`config.mk`:
```
export PLATFORM = sky130hd
export DESIGN_NAME = pe_mac_param_flat
export DESIGN_NICKNAME = d
export VERILOG_FILES = /design/src/rtl/pe_mac_pkg.sv /design/src/rtl/pe_mac_param_if.sv /design/src/rtl/pe_mac_mul_stage.sv /design/src/rtl/pe_mac_param.sv /design/src/flat_wrapper.sv
export SDC_FILE = /design/constraint.sdc
export NUM_CORES = 1
export LEC_CHECK = 0
export ABC_AREA = 1
export CAP_MARGIN = 20
export CELL_PAD_IN_SITES_DETAIL_PLACEMENT = 0
export CELL_PAD_IN_SITES_GLOBAL_PLACEMENT = 2
export CORE_MARGIN = 2
export CORE_UTILIZATION = 31
export DETAILED_ROUTE_END_ITERATION = 10
export HOLD_SLACK_MARGIN = 0.1
export PLACE_DENSITY = 0.91
export SLEW_MARGIN = 30
export SYNTH_ARGS = -nofsm -noshare
export SYNTH_HDL_FRONTEND = slang
export SYNTH_SLANG_ARGS = --single-unit
```
`constraint.sdc`:
```
create_clock -name clk -period 8.7 [get_ports clk]
set_input_delay 1.74 -clock clk [delete_from_list [all_inputs] [get_ports clk]]
set_output_delay 1.74 -clock clk [all_outputs]
set_load 0.005 [all_outputs]
```
`src/rtl/pe_mac_pkg.sv`:
```
// Shared types and helpers for the parametrised PE multiply-accumulate block:
// FSM encoding, saturating-add clip helper and the width sanity check.
package pe_mac_pkg;

    typedef enum logic [1:0] {
        ST_IDLE  = 2'd0,
        ST_RUN   = 2'd1,
        ST_DRAIN = 2'd2
    } state_t;

    // Widest accumulator the clip helper supports; sums carry one extra bit.
    localparam int SAT_MAX_W = 64;

    typedef struct packed {
        logic                 ovf;
        logic [SAT_MAX_W-1:0] val;
    } sat_t;

    function automatic bit widths_ok(input int acc_w, input int dw);
        return (acc_w >= 2 * dw) && (acc_w <= SAT_MAX_W);
    endfunction

    // sum_ext holds an (acc_w+1)-bit sum in its low bits; returns the
    // acc_w-bit clipped value plus an overflow indication.
    function automatic sat_t sat_acc(input logic [SAT_MAX_W:0] sum_ext,
                                     input int                 acc_w,
                                     input logic               signed_mode);
        sat_t       res;
        int         msb_pos;
        logic [6:0] top_idx;
        logic [6:0] msb_idx;
        logic       top_b;
        logic       msb_b;
        msb_pos = acc_w - 1;
        top_idx = acc_w[6:0];
        msb_idx = msb_pos[6:0];
        top_b   = sum_ext[top_idx];
        msb_b   = sum_ext[msb_idx];
        res.ovf = 1'b0;
        res.val = sum_ext[SAT_MAX_W-1:0];
        if (signed_mode) begin
            if (top_b != msb_b) begin
                res.ovf = 1'b1;
                for (int i = 0; i < SAT_MAX_W; i++) begin
                    if (i < msb_pos) begin
                        res.val[i] = ~top_b;
                    end else if (i == msb_pos) begin
                        res.val[i] = top_b;
                    end else begin
                        res.val[i] = 1'b0;
                    end
                end
            end else begin
                res.ovf = 1'b0;
            end
        end else begin
            if (top_b) begin
                res.ovf = 1'b1;
                for (int i = 0; i < SAT_MAX_W; i++) begin
                    res.val[i] = (i < acc_w) ? 1'b1 : 1'b0;
                end
            end else begin
                res.ovf = 1'b0;
            end
        end
        return res;
    endfunction

endpackage

```
`src/rtl/pe_mac_param_if.sv`:
```
// Request/result bundle between the conv controller and one PE MAC.
interface pe_mac_param_if #(
    parameter int N_TAPS = 27,
    parameter int DW     = 8,
    parameter int ACC_W  = 24
);
    logic                   start;
    logic                   signed_mode;
    logic                   acc_clear;
    logic [ACC_W-1:0]       bias;
    logic [N_TAPS*DW-1:0]   weights_flat;
    logic [N_TAPS*DW-1:0]   inputs_flat;
    logic [ACC_W-1:0]       mac_out;
    logic                   busy;
    logic                   done;
    logic                   ovf;

    modport master (
        output start, signed_mode, acc_clear, bias, weights_flat, inputs_flat,
        input  mac_out, busy, done, ovf
    );

    modport slave (
        input  start, signed_mode, acc_clear, bias, weights_flat, inputs_flat,
        output mac_out, busy, done, ovf
    );
endinterface

```
`src/rtl/pe_mac_mul_stage.sv`:
```
// Registered DW x DW multiplier, signed or unsigned per cycle, one-cycle latency.
module pe_mac_mul_stage #(
    parameter int DW = 8
) (
    input  logic            clk,
    input  logic            rst,
    input  logic            in_valid,
    input  logic            signed_mode,
    input  logic [DW-1:0]   a,
    input  logic [DW-1:0]   b,
    output logic [2*DW-1:0] p_r,
    output logic            p_valid_r
);
    logic [2*DW-1:0] a_ext_s;
    logic [2*DW-1:0] b_ext_s;
    logic [2*DW-1:0] prod_s;

    // The low 2*DW bits of the extended product are exact in both modes.
    assign a_ext_s = {{DW{signed_mode & a[DW-1]}}, a};
    assign b_ext_s = {{DW{signed_mode & b[DW-1]}}, b};
    assign prod_s  = a_ext_s * b_ext_s;

    // Product and valid pipeline register.
    always_ff @(posedge clk) begin
        if (rst) begin
            p_r       <= '0;
            p_valid_r <= 1'b0;
        end else begin
            p_valid_r <= in_valid;
            if (in_valid) begin
                p_r <= prod_s;
            end else begin
                p_r <= p_r;
            end
        end
    end
endmodule

```
`src/rtl/pe_mac_param.sv`:
```
// Parametrised PE dot-product engine: one product per cycle, saturating
// accumulate with bias preload or continue-from-previous.
module pe_mac_param #(
    parameter int N_TAPS = 27,
    parameter int DW     = 8,
    parameter int ACC_W  = 24
) (
    input  logic           clk,
    input  logic           rst,
    pe_mac_param_if.slave  bus
);
    import pe_mac_pkg::*;

    localparam int              IDX_W    = (N_TAPS > 1) ? $clog2(N_TAPS) : 1;
    localparam logic [IDX_W-1:0] LAST_IDX = IDX_W'(N_TAPS - 1);

    if (!widths_ok(ACC_W, DW) || N_TAPS < 1 || N_TAPS > 64) begin : g_bad_params
        $error("pe_mac_param: need 2*DW <= ACC_W <= 64 and 1 <= N_TAPS <= 64");
    end

    state_t               state_r, state_nxt_s;
    logic                 accept_s, issue_s, finish_s;
    logic [IDX_W-1:0]     idx_r;
    logic [N_TAPS*DW-1:0] w_r, x_r;
    logic                 sgn_r;
    logic [ACC_W-1:0]     acc_r, mac_out_r;
    logic                 busy_r, done_r, ovf_r;
    logic [2*DW-1:0]      p_s;
    logic                 p_valid_s;
    logic [ACC_W:0]       p_ext_s, sum_s;
    logic [SAT_MAX_W:0]   sum_ext_s;
    sat_t                 sat_s;

    // Operands are consumed from the bottom of shift registers, so tap idx is always at [DW-1:0].
    pe_mac_mul_stage #(.DW(DW)) u_mul (
        .clk         (clk),
        .rst         (rst),
        .in_valid    (issue_s),
        .signed_mode (sgn_r),
        .a           (w_r[DW-1:0]),
        .b           (x_r[DW-1:0]),
        .p_r         (p_s),
        .p_valid_r   (p_valid_s)
    );

    // FSM state register.
    always_ff @(posedge clk) begin
        if (rst) begin
            state_r <= ST_IDLE;
        end else begin
            state_r <= state_nxt_s;
        end
    end

    // Next state and one-cycle control strobes.
    always_comb begin
        state_nxt_s = state_r;
        accept_s    = 1'b0;
        issue_s     = 1'b0;
        finish_s    = 1'b0;
        case (state_r)
            ST_IDLE: begin
                if (bus.start) begin
                    accept_s    = 1'b1;
                    state_nxt_s = ST_RUN;
                end else begin
                    state_nxt_s = ST_IDLE;
                end
            end
            ST_RUN: begin
                issue_s = 1'b1;
                if (idx_r == LAST_IDX) begin
                    state_nxt_s = ST_DRAIN;
                end else begin
                    state_nxt_s = ST_RUN;
                end
            end
            ST_DRAIN: begin
                if (!p_valid_s) begin
                    finish_s    = 1'b1;
                    state_nxt_s = ST_IDLE;
                end else begin
                    state_nxt_s = ST_DRAIN;
                end
            end
            default: state_nxt_s = ST_IDLE;
        endcase
    end

    // Sign/zero extend the product and clip the sum into the accumulator range.
    always_comb begin
        p_ext_s             = {{(ACC_W + 1 - 2 * DW){sgn_r & p_s[2*DW-1]}}, p_s};
        sum_s               = {sgn_r & acc_r[ACC_W-1], acc_r} + p_ext_s;
        sum_ext_s           = '0;
        sum_ext_s[ACC_W:0]  = sum_s;
        sat_s               = sat_acc(sum_ext_s, ACC_W, sgn_r);
    end

    // Operand latch, tap sequencing and result/handshake registers.
    always_ff @(posedge clk) begin
        if (rst) begin
            w_r       <= '0;
            x_r       <= '0;
            sgn_r     <= 1'b0;
            idx_r     <= '0;
            busy_r    <= 1'b0;
            done_r    <= 1'b0;
            mac_out_r <= '0;
        end else begin
            done_r <= finish_s;
            if (accept_s) begin
                w_r    <= bus.weights_flat;
                x_r    <= bus.inputs_flat;
                sgn_r  <= bus.signed_mode;
                idx_r  <= '0;
                busy_r <= 1'b1;
            end else if (issue_s) begin
                w_r   <= w_r >> DW;
                x_r   <= x_r >> DW;
                idx_r <= idx_r + IDX_W'(1);
            end else if (finish_s) begin
                mac_out_r <= acc_r;
                busy_r    <= 1'b0;
            end else begin
                idx_r <= idx_r;
            end
        end
    end

    // Accumulator and sticky overflow.
    always_ff @(posedge clk) begin
        if (rst) begin
            acc_r <= '0;
            ovf_r <= 1'b0;
        end else if (accept_s) begin
            acc_r <= bus.acc_clear ? bus.bias : acc_r;
            ovf_r <= 1'b0;
        end else if (p_valid_s) begin
            acc_r <= sat_s.val[ACC_W-1:0];
            ovf_r <= ovf_r | sat_s.ovf;
        end else begin
            acc_r <= acc_r;
        end
    end

    if (ACC_W < SAT_MAX_W) begin : g_sat_spare
        logic unused_sat_s;
        assign unused_sat_s = ^sat_s.val[SAT_MAX_W-1:ACC_W];
    end

    assign bus.mac_out = mac_out_r;
    assign bus.busy    = busy_r;
    assign bus.done    = done_r;
    assign bus.ovf     = ovf_r;
endmodule
```
`src/flat_wrapper.sv`:
```
// flat-port wrapper written by rule: the top's interface ports become plain ports
module pe_mac_param_flat import pe_mac_pkg::*;
#(
    parameter int N_TAPS = 27,
    parameter int DW     = 8,
    parameter int ACC_W  = 24
)
  (clk, rst, bus_start, bus_signed_mode, bus_acc_clear, bus_bias, bus_weights_flat, bus_inputs_flat, bus_mac_out, bus_busy, bus_done, bus_ovf);
  pe_mac_param_if #(.N_TAPS(N_TAPS), .DW(DW), .ACC_W(ACC_W)) bus_i ();
  input  logic clk;
  input  logic rst;
  input wire logic [$bits(bus_i.start)-1:0] bus_start;
  input wire logic [$bits(bus_i.signed_mode)-1:0] bus_signed_mode;
  input wire logic [$bits(bus_i.acc_clear)-1:0] bus_acc_clear;
  input wire logic [$bits(bus_i.bias)-1:0] bus_bias;
  input wire logic [$bits(bus_i.weights_flat)-1:0] bus_weights_flat;
  input wire logic [$bits(bus_i.inputs_flat)-1:0] bus_inputs_flat;
  output wire logic [$bits(bus_i.mac_out)-1:0] bus_mac_out;
  output wire logic [$bits(bus_i.busy)-1:0] bus_busy;
  output wire logic [$bits(bus_i.done)-1:0] bus_done;
  output wire logic [$bits(bus_i.ovf)-1:0] bus_ovf;
  assign bus_i.start = bus_start;
  assign bus_i.signed_mode = bus_signed_mode;
  assign bus_i.acc_clear = bus_acc_clear;
  assign bus_i.bias = bus_bias;
  assign bus_i.weights_flat = bus_weights_flat;
  assign bus_i.inputs_flat = bus_inputs_flat;
  assign bus_mac_out = bus_i.mac_out;
  assign bus_busy = bus_i.busy;
  assign bus_done = bus_i.done;
  assign bus_ovf = bus_i.ovf;
  pe_mac_param #(.N_TAPS(N_TAPS), .DW(DW), .ACC_W(ACC_W)) u_core (.clk(clk), .rst(rst), .bus(bus_i));
endmodule
```
==> impl_metrics.py, run 1 <==
metrics = {
    "status": {
        "status": "complete, no violations",
    },
    "clocking": {
        "cts-root-buf": "clkbuf_16",
        "htree_levels": 2,
        "cts_max_path_buffers": 3,
        "ctsHoldBuffers": 0,
        "cts.sinks": 508,
        "cts_tree": "done",
        "cts.clk_slew.worst_paths_ns": 0.06,
        "clock_latency_ns": 0.64,
        "numCtsBuffers": 57,
        "postCtsResizedCells": 0,
        "postCtsSetupBuffers": 0,
    },
    "synth": {
        "synth-main-ff-cell": "dfxtp_1",
        "synthMuxAreaShare_pct": 0,
        "synthArstFlopShare_pct": 0,
        "synth_common_cells": "nand2_1 (1638), dfxtp_1 (508), a31oi_1 (418)",
        "yosysMostFrequentCell": "nand2_1",
        "synth_seq_cells": 508,
        "synth-xor-area-share_pct": 0.913,
        "synth_cells": 3526,
        "yosysSeqAreaShare_pct": 40.8,
        "synth_edf_count": 0,
        "netlist_area_um2": 24900,
        "synthSimpleGateAreaFrac_pct": 29.5,
        "netlist_top_cells_area": "dfxtp_1 (41%), nand2_1 (25%), a31oi_1 (10%)",
        "synth.distinct_cells": 37,
        "yosysTopAreaCell": "dfxtp_1",
        "synth_top_family_by_area": "simple AND/OR/NAND/NOR gates",
        "netlist.area_leader.share_pct": 40.8,
        "ys_warn_count": 0,
        "syn_avg_cell_area_um2": 7.07,
        "synth_fa_ha_area_share_pct": 8.15,
        "synth_fp_nets": 4111,
        "synth_compound_area_share_pct": 13.2,
    },
    "finish": {
        "nets": 4445,
        "fillerInstances": 8369,
        "multi_input_area_um2": 12900,
        "seqCellArea_um2": 10200,
        "drive_above_1_share_pct": 4.71,
        "design_area_um2": 32500,
        "areaGrowthSynthToFinish_pct": 30.5,
    },
    "floorplanning": {
        "coreArea_um2": 79300,
        "die-area_um2": 82700,
        "ios": 488,
        "rows": 103,
        "start_util_pct": 31.5,
        "die_h_um": 288,
        "die_width_um": 288,
    },
    "drt": {
        "vias": 23600,
        "topRoutingLayerUsed": "met5",
        "wl_met1_mm": 35.9,
        "met2WireLength_mm": 41.2,
        "ant_nets": 0,
        "remaining_drc_errors": 0,
        "wl_per_cell_um": 17.0,
        "drt_iter0_drc": 1581,
        "via_per_inst": 4.74,
        "totalWireLength_mm": 84.4,
        "first_pass_iters": 6,
        "wl_met3_mm": 5.30,
    },
    "sta": {
        "setup_viol": 0,
        "final-hold-violation-count": 0,
        "tightestPinTransition_ns": 1.04,
        "rsz0062_at_grt": "no",
        "min_period_ns": 5.27,
        "finalSetupTns_ns": 0,
        "relSlewSlack_pct": 30.4,
        "drv_slew": 0,
        "finalClockSkew_ns": 0.0464,
        "finalCritPeriodShare_pct": 60.5,
        "fmax_mhz": 190,
    },
    "global_routing": {
        "grt_pass1_vias": 22800,
        "grt_max_degree": 226,
        "antenna_found_initial": 45,
        "overflow": 0,
        "grt_use_total_pct": 19.8,
        "grt_pass1_wl_mm": 130,
    },
    "power": {
        "intPower_mw": 4.50,
        "vdd_ir_drop_max_mv": 0.156,
        "swShare_pct": 27.2,
        "p_per_area_nw_per_um2": 190,
        "pwr-share-seq_pct": 42.3,
        "combPwrFrac_pct": 15.3,
        "p_leak_nw": 12.8,
        "netSwitchingPower_mw": 1.69,
        "clkPwrFrac_pct": 42.4,
    },
    "setup_path": {
        "crit_required_ns": 9.19,
        "worstPathMaxFanout": 10,
        "cp-end-kind": "flip-flop",
        "crit_path_start_kind": "flip-flop",
        "cp.arrival_ns": 5.76,
        "worstSetupPathType": "flip-flop to flip-flop",
    },
    "flow_run": {
        "cap_violations": 0,
    },
    "place": {
        "place_area_um2": 30300,
        "portBuffers": 487,
        "dp_hpwl_mm": 59.7,
        "place_congestion": 0.871,
    },
    "worst_hold_path": {
        "hp-class": "flip-flop to flip-flop",
    },
}
-- placed cells by master, fill, tap and decap left out, types with 4 or more instances in the layout --
cell,synthesis,layout
a21oi_1,73,73
a21oi_2,14,13
a31oi_1,418,418
buf_12,0,5
buf_4,1,12
bufinv_16,0,9
clkbuf_1,144,14
clkbuf_16,0,57
clkbuf_8,0,13
clkdlybuf4s50_1,0,486
clkinv_2,0,8
dfxtp_1,508,508
diode_2,0,16
fa_1,64,64
ha_1,60,60
inv_1,221,221
inv_2,7,7
nand2_1,1638,1637
nand2_2,11,12
nand3_1,51,51
nand3_2,19,19
nand3b_1,4,4
nand4_1,11,11
nor2_1,118,118
nor2_4,4,6
o21ai_0,24,24
or2_2,4,4
xnor2_1,7,7
xor2_1,19,19
-- power groups by stage --
stage / sequential (mW) / clock (mW) / combinational (mW)
after floorplan: 2.62 / 0 / 0.595
after global placement: 2.67 / 0 / 0.949
after detailed placement: 2.67 / 0 / 0.950
after CTS: 2.62 / 2.70 / 0.953
after global routing: 2.64 / 2.78 / 1.06
final: 2.62 / 2.62 / 0.949
-- final cells by class --
class	instances	area share (%)
clock inverter	23	1.19
timing repair buffer	508	15.9
tap	1050	4.04
clock buffer	84	5.10
sequential	508	31.3
multi-input combinational	2556	39.8
antenna	16	0.123
inverter	229	2.64
-- through the flow --
stage | setup WS (ns) | std cells | power [mW] | utilization (%) | hold slack [ns]
2_1_floorplan | 3.99 | 3526 | 3.21 | - | 0.440
3_3_place_gp | 3.52 | 4848 | 3.61 | 38.3 | 0.437
3_5_place_dp | 3.43 | 4848 | 3.62 | 38.3 | 0.452
4_1_cts | 3.41 | 4955 | 6.27 | 40.9 | 0.461
5_1_grt | 3.06 | 4971 | 6.49 | 41.0 | 0.477
6_report | 3.43 | 4974 | 6.19 | 41.0 | 0.459
-- per-layer routing --
| metal | vias up | GRT usage, % |
|---|---|---|
| met5 | - | 0 |
| met2 | 466 | 33.3 |
| met3 | 151 | 5.33 |
| met1 | 10900 | 24.6 |
| li1 | 12100 | - |
| met4 | 56 | 5.68 |
-- logic make-up after synthesis --
| kind of cell | after synthesis |
|---|---|
| simple gates | 1871 |
| compound gates | 535 |
| flops | 508 |
| buf+inv | 462 |
| fa+ha+maj | 124 |
| xor+xnor | 26 |
-- sequential cells by signal, summed over array words and instances, names as in the netlist --
signal and cells:
u_core.acc_r 24, u_core.bus.busy 1, u_core.bus.done 1, u_core.bus.mac_out 24, u_core.bus.ovf 1, u_core.idx_r 5, u_core.sgn_r 1, u_core.state_r 2
u_core.u_mul.p_r 16, u_core.u_mul.p_valid_r 1, u_core.w_r 216, u_core.x_r 216
-- worst paths after layout --
| kind | startpoint | to | slack [ns] | cells after the start |
|---|---|---|---|---|
| worst max register to register | u_core.x_r[7] | u_core.u_mul.p_r[15] | 3.43 | 23 |
| worst max-delay path | u_core.x_r[7] | u_core.u_mul.p_r[15] | 3.43 | 23 |
| worst min-delay path | u_core.x_r[214] | u_core.x_r[214] | 0.46 | 2 |
| worst min register to register | u_core.x_r[214] | u_core.x_r[214] | 0.46 | 2 |
-- critical path: stages, from the launching register on --
cell and delay [ns]:
dfxtp_1 0.54, nand2_1 0.35, or2_2 0.39, fa_1 0.45, fa_1 0.50, inv_1 0.05, fa_1 0.45, fa_1 0.49
inv_1 0.05, fa_1 0.50, inv_1 0.04, ha_1 0.33, a21oi_1 0.17, nand2_1 0.12, nand4_1 0.13, nand2_1 0.07
nand2_1 0.08, nand2_1 0.06, nand2_1 0.05, nand2_1 0.06, nand3_1 0.08, nand3_1 0.07, nand2_1 0.09, inv_1 0.03
Note: power is estimated with default switching activity, not from simulation.
==> run 2: changes to the inputs <==
Settings changed: CORE_UTILIZATION 31 to 26, PLACE_DENSITY 0.91 to 0.82.
Clock period 8.7 ns to 4.5 ns, I/O delays scaled along.
==> run 2 against run 1 <==
Net effect:
- the flow now finishes with violations (setup timing)
- sequential cell count did not move
- register-to-register slack got worse by 3.6 ns
- clock skew fell by 0.0093 ns
- clock power rose by 97%
- final area rose by 3.5%
- final cell count rose by 6.0%
- core utilization fell by 5.6 points
- hold slack got worse by 0.011 ns
- global-route usage fell by 2.2 points
- critical path depth fell by 3
- count of clock-buffer cells in the layout rose by 9
==> impl_metrics.py, run 2 (synthesized netlist as in run 1, its figures left out) <==
metrics = {
    "status": {
        "status": "finished, violations left",
        "violations": "setup timing",
    },
    "power": {
        "clkPwrFrac_pct": 42.4,
        "netSwitchingPower_mw": 3.39,
        "intPower_mw": 8.79,
        "combPwrFrac_pct": 16.2,
        "vdd_ir_drop_max_mv": 0.250,
        "p_per_area_nw_per_um2": 362,
        "p_leak_nw": 13.2,
        "pwr-share-seq_pct": 41.4,
        "swShare_pct": 27.8,
    },
    "clocking": {
        "cts-root-buf": "clkbuf_16",
        "htree_levels": 2,
        "numCtsBuffers": 61,
        "cts.clk_slew.worst_paths_ns": 0.06,
        "ctsHoldBuffers": 0,
        "cts_max_path_buffers": 3,
        "cts_tree": "done",
        "cts.sinks": 508,
        "clock_latency_ns": 0.64,
    },
    "setup_path": {
        "cp.depth": 20,
        "crit_chain": "nand2_4 -> or2_4 -> fa_1 -> fa_1 -> inv_1 -> fa_1 -> fa_1 -> inv_1 -> fa_1 -> inv_2 -> ha_4 -> a21oi_2 -> nand2_2 -> buf_4 -> buf_6 -> a21o_1 -> a21oi_2 -> xnor2_1 -> o21ai_1 -> inv_1",
        "r2r_cells": 20,
        "cp-end-kind": "flip-flop",
        "slowest_stage": "fa_1",
        "crit_path_start_kind": "flip-flop",
        "reg2reg_to": "u_core.u_mul.p_r[11]",
        "worst-path-buf-inv": 6,
        "worstPathMaxFanout": 4,
        "path_common_cell": "fa_1",
        "crit_required_ns": 5.01,
        "worstSetupPathType": "flip-flop to flip-flop",
        "cpPeakStageDelay_ns": 0.52,
        "critical-path-top-delay-family": "adder cells",
        "r2r_start": "u_core.sgn_r",
        "r2r_setup_slack_ns": -0.13,
        "cp.arrival_ns": 5.14,
    },
    "floorplanning": {
        "coreArea_um2": 95000,
        "start_util_pct": 26.2,
        "die_h_um": 314,
        "ios": 488,
        "die_width_um": 314,
        "die-area_um2": 98400,
        "rows": 113,
    },
    "place": {
        "dp_hpwl_mm": 64.5,
        "portBuffers": 487,
        "post-place-ws_ns": -0.174,
        "place_congestion": 0.858,
        "dp.cells": 5133,
    },
    "global_routing": {
        "grt_use_total_pct": 17.6,
        "grt_pass1_wl_mm": 136,
        "antenna_found_initial": 52,
        "grt_pass1_vias": 23300,
        "grt_max_degree": 160,
        "overflow": 0,
    },
    "drt": {
        "via_per_inst": 4.54,
        "wl_per_cell_um": 17.0,
        "drt_iter0_drc": 1548,
        "remaining_drc_errors": 0,
        "vias": 23900,
        "totalWireLength_mm": 89.7,
        "ant_nets": 0,
        "first_pass_iters": 5,
    },
    "sta": {
        "finalSetupTns_ns": -0.209,
        "relSlewSlack_pct": 38.9,
        "fmax_mhz": 216,
        "drv_slew": 0,
        "setup_viol": 3,
        "finalWorstSetupSlack_ns": -0.129,
        "min_period_ns": 4.63,
        "tightestPinTransition_ns": 0.916,
        "final-hold-violation-count": 0,
        "finalCritPeriodShare_pct": 103,
        "finalClockSkew_ns": 0.0372,
        "rsz0062_at_grt": "yes",
    },
    "finish": {
        "fin_cells": 5274,
        "nets": 4522,
        "drive_above_1_share_pct": 7.60,
        "areaGrowthSynthToFinish_pct": 35.0,
        "fin_util_pct": 35.4,
        "final_cell_mix": "nand2_1 (1633), dfxtp_1 (500), clkdlybuf4s50_1 (486), a31oi_1 (417), inv_1 (213)",
        "layout_commonest_cell": "nand2_1",
        "largest_registers": "u_core.w_r (216), u_core.x_r (216)",
    },
    "worst_hold_path": {
        "min_from": "u_core.bus.ovf",
        "hp-class": "flip-flop to flip-flop",
        "whs_path_depth": 2,
        "hold_path_end": "u_core.bus.ovf",
    },
    "flow_run": {
        "cap_violations": 0,
    },
}
==> run 2: tightest hold or removal path: stages, from the launching register on <==
cell and delay [ns]:
dfxtp_1 0.31, inv_1 0.04, a21oi_1 0.05
==> run 2: routing by layer <==
layer | up-vias | GRT usage, % | wire length [µm]
li1 | 12200 | - | -
met1 | 11100 | 21.3 | 37700
met2 | 464 | 29.9 | 43600
met3 | 155 | 5.16 | 6030
met4 | 62 | 5.32 | 1950
met5 | - | 0 | 385
==> run 2: how the worst max path moves through the flow <==
| stage | from | endpoint | slack [ns] |
|---|---|---|---|
| final | u_core.sgn_r | u_core.u_mul.p_r[11] | -0.13 |
| after global routing | u_core.sgn_r | u_core.u_mul.p_r[15] | -0.31 |
| after CTS | u_core.sgn_r | u_core.u_mul.p_r[15] | -0.06 |
| after detailed placement | u_core.sgn_r | u_core.u_mul.p_r[15] | -0.17 |
| after global placement | u_core.sgn_r | u_core.u_mul.p_r[15] | -0.13 |
| after floorplan | u_core.x_r[0] | u_core.u_mul.p_r[15] | 0.01 |
==> run 2: what timing repair did <==
action                     CTS  global route
hold endpoints to repair     0             0
gates resized for setup     22            31
setup endpoints to repair    6             7
buffers inserted             2             4
pin swaps                    4            12
==> run 2: cell type report <==
type	count	area, µm²
fill	10300	61400
multi-input combinational	2556	13100
sequential	508	10200
timing repair buffer	581	5780
clock buffer	93	1840
tap	1265	1580
inverter	229	867
clock inverter	19	260
antenna	23	57.6
==> run 2: power groups by stage <==
stage                     Combinational, mW  Clock, mW  Sequential, mW
after floorplan                        1.16          0            5.06
after global placement                 1.98          0            5.13
after detailed placement               1.98          0            5.14
after CTS                              1.99       5.34            5.05
after global routing                   2.20       5.50            5.08
final                                  1.97       5.17            5.05
==> run 2: stage by stage <==
step / hold WS, ns / power (mW) / area, µm²
2_1_floorplan: 0.440 / 6.22 / 25000
3_3_place_gp: 0.438 / 7.11 / 31300
3_5_place_dp: 0.440 / 7.12 / 31300
4_1_cts: 0.449 / 12.4 / 33400
5_1_grt: 0.473 / 12.8 / 33600
6_report: 0.448 / 12.2 / 33700
==> run 3: changes to the inputs <==
Settings changed: RECOVER_POWER set to 100.
==> run 3 against run 2 <==
Net effect:
- the flow finishes with violations (capacitance limit, slew limit, setup timing)
- core utilization fell by 0.11 points
- non-clock buffer count did not move
- critical path depth did not move
- maximum frequency barely moved
- total power fell by 0.20%
- critical endpoint unchanged
- highest routed layer unchanged
==> impl_metrics.py, run 3 (synthesized netlist as in run 1, its figures left out) <==
metrics = {
    "power": {
        "p_total_mw": 12.2,
        "p_per_area_nw_per_um2": 363,
        "p_leak_nw": 13.3,
        "vdd_ir_drop_max_mv": 0.250,
    },
    "finish": {
        "nets": 4522,
        "drive_above_1_share_pct": 7.50,
        "areaGrowthSynthToFinish_pct": 34.6,
        "fin_cells": 5275,
        "layout_commonest_cell": "nand2_1",
        "largest_registers": "u_core.w_r (216), u_core.x_r (216)",
        "final_cell_mix": "nand2_1 (1633), dfxtp_1 (500), clkdlybuf4s50_1 (458), a31oi_1 (417), inv_1 (213)",
        "design_area_um2": 33600,
    },
    "global_routing": {
        "grt_pass1_wl_mm": 136,
        "grt_pass1_vias": 23300,
        "antenna_found_initial": 52,
        "grt_use_total_pct": 17.6,
        "grt_max_degree": 160,
        "overflow": 0,
    },
    "worst_hold_path": {
        "min_from": "u_core.bus.ovf",
        "hold_path_end": "u_core.bus.ovf",
        "whs_path_depth": 2,
        "hp-class": "flip-flop to flip-flop",
    },
    "clocking": {
        "clock_latency_ns": 0.64,
        "cts-root-buf": "clkbuf_16",
        "numCtsBuffers": 61,
        "cts.clk_slew.worst_paths_ns": 0.06,
        "cts_max_path_buffers": 3,
        "htree_levels": 2,
        "cts_tree": "done",
        "cts.sinks": 508,
    },
    "drt": {
        "wl_per_cell_um": 17.0,
        "totalWireLength_mm": 89.8,
        "remaining_drc_errors": 0,
        "ant_nets": 0,
        "via_per_inst": 4.55,
        "first_pass_iters": 5,
        "vias": 24000,
        "drt_iter0_drc": 1531,
    },
    "sta": {
        "finalWorstSetupSlack_ns": -0.134,
        "min_period_ns": 4.63,
        "setup_viol": 3,
        "relSlewSlack_pct": -69.2,
        "tightestPinTransition_ns": 2.54,
        "finalClockSkew_ns": 0.0353,
        "fmax_mhz": 216,
        "finalCritPeriodShare_pct": 103,
        "finalSetupTns_ns": -0.207,
        "rsz0062_at_grt": "yes",
        "final-hold-violation-count": 0,
        "drv_slew": 154,
    },
    "place": {
        "post-place-ws_ns": -0.174,
        "place_congestion": 0.858,
        "portBuffers": 487,
        "place_area_um2": 31300,
        "dp_hpwl_mm": 64.5,
        "dp.cells": 5133,
    },
    "floorplanning": {
        "die-area_um2": 98400,
        "coreArea_um2": 95000,
        "ios": 488,
        "rows": 113,
        "die_h_um": 314,
        "die_width_um": 314,
        "start_util_pct": 26.2,
    },
    "flow_run": {
        "cap_violations": 2,
    },
    "setup_path": {
        "crit_required_ns": 5.01,
        "reg2reg_to": "u_core.u_mul.p_r[11]",
        "cp-end-kind": "flip-flop",
        "r2r_cells": 20,
        "cp.arrival_ns": 5.14,
        "r2r_setup_slack_ns": -0.13,
        "r2r_start": "u_core.sgn_r",
        "worstPathMaxFanout": 4,
        "worstSetupPathType": "flip-flop to flip-flop",
        "crit_path_start_kind": "flip-flop",
    },
    "status": {
        "status": "finished, violations left",
        "violations": "capacitance limit, slew limit, setup timing",
    },
}
-- run 3: cell count changes in the layout (fill, tap and decap cells not counted), moves of 7 or more --
cell and delta:
buf_12 -7, buf_4 -8, clkbuf_4 +7, clkdlybuf4s50_1 -28
dlygate4sd3_1 +28
-- run 3: power by group --
| part | leakage [nW] | internal, mW | switching, mW | total, mW |
|---|---|---|---|---|
| sequential | 4.17 | 4.84 | 0.205 | 5.05 |
| clock | 1.04 | 3.09 | 2.08 | 5.17 |
| combinational | 8.09 | 0.850 | 1.10 | 1.95 |
| total | 13.3 | 8.78 | 3.39 | 12.2 |
-- run 3: worst max-delay path by stage --
stage,startpoint,endpoint,slack (ns),depth (start not counted)
floorplan,u_core.x_r[0],u_core.u_mul.p_r[15],0.01,26
global placement,u_core.sgn_r,u_core.u_mul.p_r[15],-0.13,24
detailed placement,u_core.sgn_r,u_core.u_mul.p_r[15],-0.17,24
CTS,u_core.sgn_r,u_core.u_mul.p_r[15],-0.06,24
global route,u_core.sgn_r,u_core.u_mul.p_r[11],-0.32,21
finish,u_core.sgn_r,u_core.u_mul.p_r[11],-0.13,20
-- run 3: metrics by stage --
stage	hold slack, ns	utilization [%]
2_1_floorplan	0.440	-
3_3_place_gp	0.438	32.9
3_5_place_dp	0.440	32.9
4_1_cts	0.449	35.2
5_1_grt	0.470	35.3
6_report	0.445	35.3
-- run 3: layer usage --
| layer | wire length (µm) | track usage (%) | vias up |
|---|---|---|---|
| met4 | 2020 | 5.32 | 62 |
| li1 | - | - | 12200 |
| met2 | 43700 | 29.9 | 460 |
| met1 | 37700 | 21.3 | 11100 |
| met5 | 385 | 0 | - |
| met3 | 6000 | 5.16 | 157 |
-- run 3: repair_timing --
action / CTS / global route
hold buffers: 0 / 0
setup endpoints to repair: 6 / 7
resized for setup: 22 / 31
gates cloned: 0 / 0
setup buffers: 2 / 4
pin swaps: 4 / 12
-- run 3: cell type report --
| cell class | count | area (µm²) |
|---|---|---|
| clock inverter | 19 | 260 |
| antenna | 24 | 60.1 |
| clock buffer | 93 | 1840 |
| timing repair buffer | 581 | 5680 |
| sequential | 508 | 10200 |
| fill | 10400 | 61500 |
| multi-input combinational | 2556 | 13100 |
| tap | 1265 | 1580 |
| inverter | 229 | 867 |
-- run 3: worst max-delay path, stage by stage, from the launching register on --
cell and delay [ns]:
dfxtp_4 0.39, nand2_4 0.05, or2_4 0.23, fa_1 0.48, fa_1 0.52, inv_1 0.05
fa_1 0.46, fa_1 0.49, inv_1 0.05, fa_1 0.51, inv_2 0.04, ha_4 0.23
a21oi_2 0.14, nand2_2 0.07, buf_4 0.14, buf_6 0.11, a21o_1 0.17, a21oi_2 0.12
xnor2_1 0.08, o21ai_1 0.12, inv_1 0.05
